==> src/rtl/fetch_pkg.sv <==
// fetch_pkg: shared constants and types for the instruction fetch front end.
package fetch_pkg;
    localparam logic [31:0] NOP_INSTR = 32'h0000_0013;
    typedef enum logic [1:0] {BOOT, RUN, DRAIN} state_e;
    typedef struct packed {
        logic [31:0] instr;
        logic [31:0] pc;
    } fetch_entry_t;
endpackage

==> src/rtl/fetch_fifo.sv <==
// fetch_fifo: synchronous prefetch FIFO with flush; the head is read directly from storage.
module fetch_fifo
    import fetch_pkg::*;
#(
    parameter int DEPTH = 4,
    localparam int AW = $clog2(DEPTH)
) (
    input  logic         clk,
    input  logic         rst,
    input  logic         flush_i,
    input  logic         push_i,
    input  logic         pop_i,
    input  fetch_entry_t data_i,
    output fetch_entry_t head_o,
    output logic [AW:0]  count_o,
    output logic         full_o,
    output logic         empty_o
);
    fetch_entry_t  mem_q [DEPTH];
    logic [AW-1:0] wr_q, rd_q;
    logic [AW:0]   cnt_q;
    logic          do_push, do_pop;

    assign full_o  = cnt_q == (AW+1)'(DEPTH);
    assign empty_o = cnt_q == '0;
    assign do_push = push_i && !full_o;
    assign do_pop  = pop_i && !empty_o;
    assign head_o  = mem_q[rd_q];
    assign count_o = cnt_q;

    always_ff @(posedge clk or negedge rst) begin
        if (!rst) begin
            wr_q  <= '0;
            rd_q  <= '0;
            cnt_q <= '0;
        end else if (flush_i) begin
            wr_q  <= '0;
            rd_q  <= '0;
            cnt_q <= '0;
        end else begin
            wr_q  <= wr_q + AW'(do_push);
            rd_q  <= rd_q + AW'(do_pop);
            cnt_q <= cnt_q + (AW+1)'(do_push) - (AW+1)'(do_pop);
        end
    end

    always_ff @(posedge clk) begin
        if (do_push && !flush_i) mem_q[wr_q] <= data_i;
    end
endmodule

==> src/rtl/instr_fetch_unit.sv <==
// instr_fetch_unit: fetch PC, credit-limited memory requests, prefetch FIFO and redirect flush.
// Defining FETCH_PERF_CNT_EN adds saturating delivered-instruction and flush counters.
module instr_fetch_unit #(
    parameter logic [31:0] RESET_PC   = 32'h0000_0000,
    parameter int          FIFO_DEPTH = 4,
    parameter logic [31:0] NOP_INSTR  = fetch_pkg::NOP_INSTR
) (
    input  logic        clk,
    input  logic        rst,
    output logic        mem_req_valid,
    input  logic        mem_req_ready,
    output logic [31:0] mem_req_addr,
    input  logic        mem_rsp_valid,
    input  logic [31:0] mem_rsp_data,
    input  logic        redirect_valid,
    input  logic [31:0] redirect_pc,
    output logic        instr_valid,
    input  logic        instr_ready,
    output logic [31:0] instruction,
    output logic [31:0] instr_pc
`ifdef FETCH_PERF_CNT_EN
    ,
    output logic [31:0] perf_fetch_cnt,
    output logic [31:0] perf_flush_cnt
`endif
);
    import fetch_pkg::*;
    localparam int AW = $clog2(FIFO_DEPTH);

    state_e       state_q, state_d;
    logic [31:0]  pc_q, pc_d, rsp_pc_q, rsp_pc_d, new_pc;
    logic [AW:0]  out_q, out_d, drop_q, drop_d, fifo_cnt;
    logic [AW+1:0] in_use;
    logic         req_fire, push, pop, fifo_full, fifo_empty;
    fetch_entry_t head;

    assign new_pc        = redirect_pc & 32'hFFFF_FFFC;
    assign in_use        = (AW+2)'(fifo_cnt) + (AW+2)'(out_q - drop_q);
    assign mem_req_valid = state_q != BOOT && in_use < (AW+2)'(FIFO_DEPTH) && !redirect_valid;
    assign mem_req_addr  = pc_q;
    assign req_fire      = mem_req_valid && mem_req_ready;
    assign push          = mem_rsp_valid && drop_q == '0 && !redirect_valid;
    assign pop           = instr_valid && instr_ready && !redirect_valid;
    assign instr_valid   = !fifo_empty;
    assign instruction   = fifo_empty ? NOP_INSTR : head.instr;
    assign instr_pc      = fifo_empty ? 32'd0 : head.pc;

    // Live requests are contiguous from the last redirect, so a counter tracks each response's PC.
    always_comb begin
        out_d    = out_q + (AW+1)'(req_fire) - (AW+1)'(mem_rsp_valid);
        drop_d   = redirect_valid ? out_q - (AW+1)'(mem_rsp_valid)
                                  : drop_q - (AW+1)'(mem_rsp_valid && drop_q != '0);
        pc_d     = redirect_valid ? new_pc : req_fire ? pc_q + 32'd4 : pc_q;
        rsp_pc_d = redirect_valid ? new_pc : push ? rsp_pc_q + 32'd4 : rsp_pc_q;
        state_d  = state_q == BOOT ? RUN : drop_d != '0 ? DRAIN : RUN;
    end

    always_ff @(posedge clk or negedge rst) begin
        if (!rst) begin
            state_q  <= BOOT;
            pc_q     <= RESET_PC;
            rsp_pc_q <= RESET_PC;
            out_q    <= '0;
            drop_q   <= '0;
        end else begin
            state_q  <= state_d;
            pc_q     <= pc_d;
            rsp_pc_q <= rsp_pc_d;
            out_q    <= out_d;
            drop_q   <= drop_d;
        end
    end

    fetch_fifo #(.DEPTH(FIFO_DEPTH)) u_fifo (
        .clk     (clk),
        .rst     (rst),
        .flush_i (redirect_valid),
        .push_i  (push),
        .pop_i   (pop),
        .data_i  ('{instr: mem_rsp_data, pc: rsp_pc_q}),
        .head_o  (head),
        .count_o (fifo_cnt),
        .full_o  (fifo_full),
        .empty_o (fifo_empty)
    );

    assert property (@(posedge clk) disable iff (!rst) !(push && fifo_full));

`ifdef FETCH_PERF_CNT_EN
    always_ff @(posedge clk or negedge rst) begin
        if (!rst) begin
            perf_fetch_cnt <= '0;
            perf_flush_cnt <= '0;
        end else begin
            if (pop && perf_fetch_cnt != '1) perf_fetch_cnt <= perf_fetch_cnt + 32'd1;
            if (redirect_valid && perf_flush_cnt != '1) perf_flush_cnt <= perf_flush_cnt + 32'd1;
        end
    end
`endif
endmodule
==> config.mk <==
export PLATFORM = sky130hd
export DESIGN_NAME = instr_fetch_unit
export DESIGN_NICKNAME = d
export VERILOG_FILES = /design/src/rtl/fetch_pkg.sv /design/src/rtl/fetch_fifo.sv /design/src/rtl/instr_fetch_unit.sv
export SDC_FILE = /design/constraint.sdc
export NUM_CORES = 1
export LEC_CHECK = 0
export ABC_AREA = 1
export CORE_MARGIN = 4
export CORE_UTILIZATION = 57
export DETAILED_ROUTE_END_ITERATION = 6
export GPL_ROUTABILITY_DRIVEN = 0
export PLACE_DENSITY = 0.87
export SYNTH_ARGS = -nofsm -noshare
export SYNTH_HDL_FRONTEND = slang
export SYNTH_HIERARCHICAL = 1
export SYNTH_SLANG_ARGS = --single-unit
==> constraint.sdc <==
create_clock -name clk -period 5.4 [get_ports clk]
set_input_delay 1.08 -clock clk [delete_from_list [all_inputs] [get_ports clk]]
set_output_delay 1.08 -clock clk [all_outputs]
set_load 0.05 [all_outputs]
==> summary.md, run 1 <==
| Metric | Value |
|---|---|
| Status | `complete, no violations` |
| Routed vias/inst | `5.43` |
| DIE AREA | `30800 sq um` |
| Placeable Area | `27700 sq um` |
| Max Buffers Root-to-Sink | `3` |
| Ys Warns | `6` |
| Post-layout minimum cycle time | `4.44 ns` |
| Final Power | `7310 uW` |
| Final instance count without filler cells | `2272` |
| CTS buffer count | `34` |
| Worst-Margin Slew | `1.01 ns` |
| Hold_ws | `0.528 ns` |
| Post-Syn Area | `16000 sq um` |
| Hold Buf Count CTS | `0` |
| Worst min path class | `flip-flop to flip-flop` |
| Final WL | `37000 um` |
| Cells after synthesis | `1714` |
| Max_cap viols | `0` |
| Critical Path AT | `3.36 ns` |
| Antenna violations before repair | `0` |
| Nets@finish | `1957` |
| CP Data Required Time | `4.32 ns` |
| Placed cell count | `2210` |
| Post_cts resized | `0` |
| Met1 Track Usage GR | `31.2%` |
| Leak | `0.00786 uW` |
| H-tree depth | `2` |
| Most used routing layer | `met2` |
| Post-Route Setup TNS | `0 ns` |
| Vias in the first global route | `12.4k` |
| Ports | `168` |
| RSZ-0062 raised after global routing | `false` |
| Cell Pwr Density | `382 nW/um^2` |
| Met2 usage | `40.0%` |
| Startpoint types | `flip-flop` |
| Initial cell density of the core | `57.7%` |
| DRC violations left | `0` |
| DR pass1 iterations | `5` |
| First-pass GRT wire length | `59300 um` |
| Post-CTS Setup Inserts | `0` |
| DPL Wire Length | `23900 um` |
| Total global routing overflow | `0` |
| GRT Total Usage | `23.8%` |
| CTS tree | `yes` |
| Syn_area_per_cell | `9.33 sq um` |
| Synth-to-layout area growth | `19.7%` |
| Pins Over Slew Limit | `0` |
| Die width | `176 um` |
| Number of clock sinks | `331` |
| Worst-path clk slew | `0.06 ns` |
| Clk_skew | `0.0251 ns` |
| Cell Rows | `61` |
| GR Util met3 | `4.28%` |
| Number of antenna-violating nets in the routed design | `0` |
| Final setup vio count | `0` |
| Die Y | `176 um` |
| Slew HR | `32.9%` |
| Drt first-iter violations | `1132` |
| Clock latency on the worst-skew pair | `0.52 ns` |
| CP endpoint kind | `output pin` |
| Cells on worst reg2reg path | `14` |
| Worst-path fanout max | `101` |
| WL/cell | `16.3 um` |
| Port bufs | `163` |
| Final worst-path cycle share | `82.2%` |
| Pin count of the biggest net entering global routing | `102` |
| Vias | `12.3k` |
| Number of diodes | `0` |
| WHS Path Cells | `1` |
| Fin. Hold Viols | `0` |
| Worst vdd ir | `310 uV` |
| Fmax | `0.225 GHz` |
| Layout cells sized above 1 | `6.18%` |
| Critical path class | `flip-flop to output pin` |
| CTS root buf | `clkbuf_16` |
==> final timing paths <==
| check | start | to | slack (ns) |
|---|---|---|---|
| max in group asynchronous | rst | u_fifo/rd_q[1]$_DFF_PN0_ | 3.62 |
| worst min register to register | u_fifo/wr_q[1]$_DFF_PN0_ | u_fifo/wr_q[1]$_DFF_PN0_ | 0.53 |
| min in group asynchronous | rst | mem_req_addr[29]$_DFFE_PN0P_ | 0.66 |
| worst max-delay path | u_fifo/rd_q[0]$_DFF_PN0_ | instruction[20] | 0.96 |
| worst min-delay path | u_fifo/wr_q[1]$_DFF_PN0_ | u_fifo/wr_q[1]$_DFF_PN0_ | 0.53 |
| worst max register to register | drop_q[2]$_DFF_PN0_ | out_q[2]$_DFF_PN0_ | 1.87 |
==> layout make-up <==
class                   instances  area (sq um)
flip-flops and latches        331          9570
fillers                      1913          8560
multi-input cells            1018          4980
repair buffers                179          1840
inverters                     304          1140
clock buffers                  43           916
well taps                     378           473
clock inverters                19           218
==> layer usage <==
metal	part of all wire (%)	vias to the layer above	wire [um]
met4	3.3	0	1230
met5	0	-	0
met3	8.5	96	3130
li1	-	5864	-
met2	48	599	17700
met1	40	5775	14900
==> per-stage QoR <==
step / utilization, % / setup slack, ns / cell area [sq um]
after floorplan: - / 0.434 / 16000
after global placement: 65.0 / 1.35 / 18000
after detailed placement: 65.0 / 1.30 / 18000
after CTS: 69.1 / 1.01 / 19100
after global routing: 69.1 / 0.823 / 19100
final: 69.1 / 0.962 / 19100
==> worst max-delay path, cell delays in order (launching register included) <==
cell	delay [ns]
dfrtp_4	1.06
buf_4	0.47
o21ai_0	0.19
nand2_1	0.10
inv_1	0.04
nor2_1	0.10
clkdlybuf4s50_1	0.81
==> layout by cell type, fill, tap and decap left out, drive strengths merged, types with 4 or more instances in the layout <==
master	n
nand2	437
inv	304
edfxtp	256
nor2	174
clkdlybuf4s50	161
o21ai	97
a21oi	88
dfrtp	75
o211ai	71
nand3	63
clkbuf	43
buf	18
ha	15
clkinv	14
xor2	12
conb	10
xnor2	8
nor3	7
nand4	6
a31oi	4
or2	4
nand3b	4
fa	4
bufinv	4
==> flip-flops by register name, indices dropped and copies added, names as in the netlist <==
register,cells
u_fifo/mem_q,256
mem_req_addr,30
rsp_pc_q,30
drop_q,3
out_q,3
u_fifo/count_o,3
state_q,2
u_fifo/rd_q,2
u_fifo/wr_q,2
==> power breakdown <==
part | total, uW | switching (uW) | internal (uW)
combinational | 1710 | 1140 | 568
sequential | 3240 | 279 | 2960
clock | 2360 | 956 | 1400
Note: power is estimated with default switching activity, not from simulation.
==> run 2: changes to the inputs <==
==> constraint.sdc (replaced) <==
create_clock -name clk -period 4.45 [get_ports clk]
set_input_delay 0.89 -clock clk [delete_from_list [all_inputs] [get_ports clk]]
set_output_delay 0.89 -clock clk [all_outputs]
set_load 0.05 [all_outputs]
==> run 2 against run 1 <==
Net effect: largest cell class unchanged; sequential share of layout area grew 0.35 points; hold slack lost 0.20 ns; final cell count shrank 0.18%; register-to-register slack lost 0.92 ns; clock skew shrank 0.013 ns; via count is essentially flat; first-iteration DRC count grew 8.5%; non-clock buffer count shrank 1; critical path type unchanged; core utilization shrank 0.47 points; total power grew 18%.
==> summary.md, run 2 (synthesized netlist as in run 1, its figures left out) <==
| Metric | Value |
|---|---|
| Placeable Area | `27700 sq um (unchanged)` |
| Final worst-path cycle share | `92.9%` |
| Largest register by flop count | `u_fifo/mem_q (unchanged)` |
| DIE AREA | `30800 sq um (unchanged)` |
| Vias in the first global route | `11.8k (was 12.4k)` |
| GRT Total Usage | `24.0% (was 23.8%)` |
| Antenna violations before repair | `1 (was 0)` |
| RSZ-0062 raised after global routing | `false (unchanged)` |
| Commonest non-fill, non-tap cell in the layout | `nand2_1 (unchanged)` |
| Slowest Stage Delay on Critical Path | `0.86 ns (was 1.06 ns)` |
| Critical path class | `flip-flop to output pin (unchanged)` |
| Slew HR | `45.1% (was 32.9%)` |
| Post-layout minimum cycle time | `4.14 ns` |
| Max Buffers Root-to-Sink | `3 (unchanged)` |
| Ports | `168 (unchanged)` |
| Critical Path AT | `3.25 ns (was 3.36 ns)` |
| R2R Setup Slk | `0.95 ns (was 1.87 ns)` |
| Initial cell density of the core | `57.7% (unchanged)` |
| Number of diodes | `0 (unchanged)` |
| Worst-path fanout max | `3 (was 101)` |
| WL/cell | `16.4 um (was 16.3 um)` |
| Worst-path clk slew | `0.07 ns (was 0.06 ns)` |
| DRC violations left | `0 (unchanged)` |
| Layout cells sized above 1 | `5.77% (was 6.18%)` |
| Leak | `0.00780 uW (was 0.00786 uW)` |
| Seq. cell area | `9570 sq um (unchanged)` |
| DPL Wire Length | `23200 um (was 23900 um)` |
| CTS tree | `yes (unchanged)` |
| Status | `complete, no violations (unchanged)` |
| H-tree depth | `2 (unchanged)` |
| Port bufs | `163 (unchanged)` |
| Pins Over Slew Limit | `0 (unchanged)` |
| Post_cts resized | `0 (unchanged)` |
| Routed vias/inst | `5.44 (was 5.43)` |
| Post-Route Setup TNS | `0 ns (unchanged)` |
| Total global routing overflow | `0 (unchanged)` |
| Number of clock sinks | `331 (unchanged)` |
| Most frequent cells in the layout | `nand2_1 (429), inv_1 (297), edfxtp_1 (256) (unchanged)` |
| Pin count of the biggest net entering global routing | `110 (was 102)` |
| Clock latency on the worst-skew pair | `0.52 ns (about the same)` |
| Worst min path class | `input port to async pin (was flip-flop to flip-flop)` |
| Hold Buf Count CTS | `0 (unchanged)` |
| Number of antenna-violating nets in the routed design | `0 (unchanged)` |
| Fillcell total | `1968 (was 1913)` |
| Die Y | `176 um (unchanged)` |
| Die width | `176 um (unchanged)` |
| Cell Pwr Density | `455 nW/um^2 (was 382 nW/um^2)` |
| Fmax | `0.242 GHz` |
| Startpoint types | `flip-flop (unchanged)` |
| Clk_skew | `0.0121 ns (was 0.0251 ns)` |
| Final setup vio count | `0 (unchanged)` |
| CP Data Required Time | `3.56 ns (was 4.32 ns)` |
| Worst-Margin Slew | `0.823 ns (was 1.01 ns)` |
| CTS buffer count | `34 (unchanged)` |
| Max reg flops | `256 (unchanged)` |
| CP endpoint kind | `output pin (unchanged)` |
| Hold_ws | `0.331 ns (was 0.528 ns)` |
| Worst vdd ir | `385 uV (was 310 uV)` |
| Cell Rows | `61 (unchanged)` |
| DR pass1 iterations | `6 (was 5)` |
| Synth-to-layout area growth | `18.9% (was 19.7%)` |
| Fin. Hold Viols | `0 (unchanged)` |
| Post-CTS Setup Inserts | `0 (unchanged)` |
| Max_cap viols | `0 (unchanged)` |
| Drt first-iter violations | `1228 (was 1132)` |
| Multi-input logic area | `4980 sq um (unchanged)` |
| Crit path cell chain | `inv_1 > fa_1 > inv_1 > ha_1 > nand3_1 > nand2_1 > nand2_1 > nand2_1 > nor2_1 > clkdlybuf4s50_1 (was buf_4 > o21ai_0 > nand2_1 > inv_1 > nor2_1 > clkdlybuf4s50_1)` |
| Final WL | `37200 um (was 37000 um)` |
| First-pass GRT wire length | `59400 um (was 59300 um)` |
| CP most frequent cell | `nand2_1` |
| Slowest cell on crit path | `clkdlybuf4s50_1 (was dfrtp_4)` |
| Vias | `12.3k (about the same)` |
| CTS root buf | `clkbuf_16 (unchanged)` |
| Nets@finish | `1956 (was 1957)` |
==> run 2: cell types whose count changed in the layout (fill, tap and decap cells not counted), sizes merged <==
cell / delta
bufinv: -3
buf: -1
clkbuf: -1
clkinv: +1
==> run 2: metal layers <==
| metal | GRT usage, % | part of all wire (%) |
|---|---|---|
| met3 | 4.43 | 9.4 |
| met1 | 31.7 | 39 |
| met2 | 41.1 | 49 |
| met4 | 6.60 | 2.4 |
| met5 | 0 | 0.035 |
==> run 2: where the power goes <==
group | internal, uW | switching, uW | total [uW]
sequential | 3600 | 334 | 3930
combinational | 690 | 1380 | 2070
clock | 1520 | 1140 | 2660
==> run 2: final cells by class <==
cell class                      count  share of cell area (%)
Timing Repair Buffer              178                    9.52
Clock buffer                       42                    4.80
Inverter                          304                    6.00
Tap cell                          378                    2.49
Multi-Input combinational cell   1018                    26.2
Sequential cell                   331                    50.3
Clock inverter                     17                   0.645
==> run 2: worst paths after layout <==
kind                                 startpoint  depth (start not counted)                           end
max in group asynchronous                   rst                          2      u_fifo/rd_q[0]$_DFF_PN0_
max                          out_q[1]$_DFF_PN0_                         10                 mem_req_valid
max reg2reg                 drop_q[2]$_DFF_PN0_                         14            out_q[2]$_DFF_PN0_
min                                         rst                          1  mem_req_addr[29]$_DFFE_PN0P_
min reg2reg                state_q[0]$_DFF_PN0_                          2          state_q[1]$_DFF_PN0_
min in group clk           state_q[0]$_DFF_PN0_                          2          state_q[1]$_DFF_PN0_
==> run 2: metrics by stage <==
stage               worst slack [ns]  area (sq um)  power, uW  utilization [%]  cells
detailed placement             0.868         18000       6020             64.9   2209
CTS                            0.303         19000       8670             68.6   2268
global route                   0.126         19000       9060             68.6   2268
global placement               0.862         18000       5950             64.9   2209
floorplan                     -0.326         16000       5320                -   1723
finish                         0.314         19000       8660             68.6   2268
==> run 2: worst max-delay path: cells and delay by family, from the launching register on <==
kind | cells | cell delay [ns]
AND/OR/NAND/NOR | 5 | 0.53
buffers and inverters | 3 | 1.00
adder cells (fa/ha/maj) | 2 | 0.82
flip-flops | 1 | 0.37
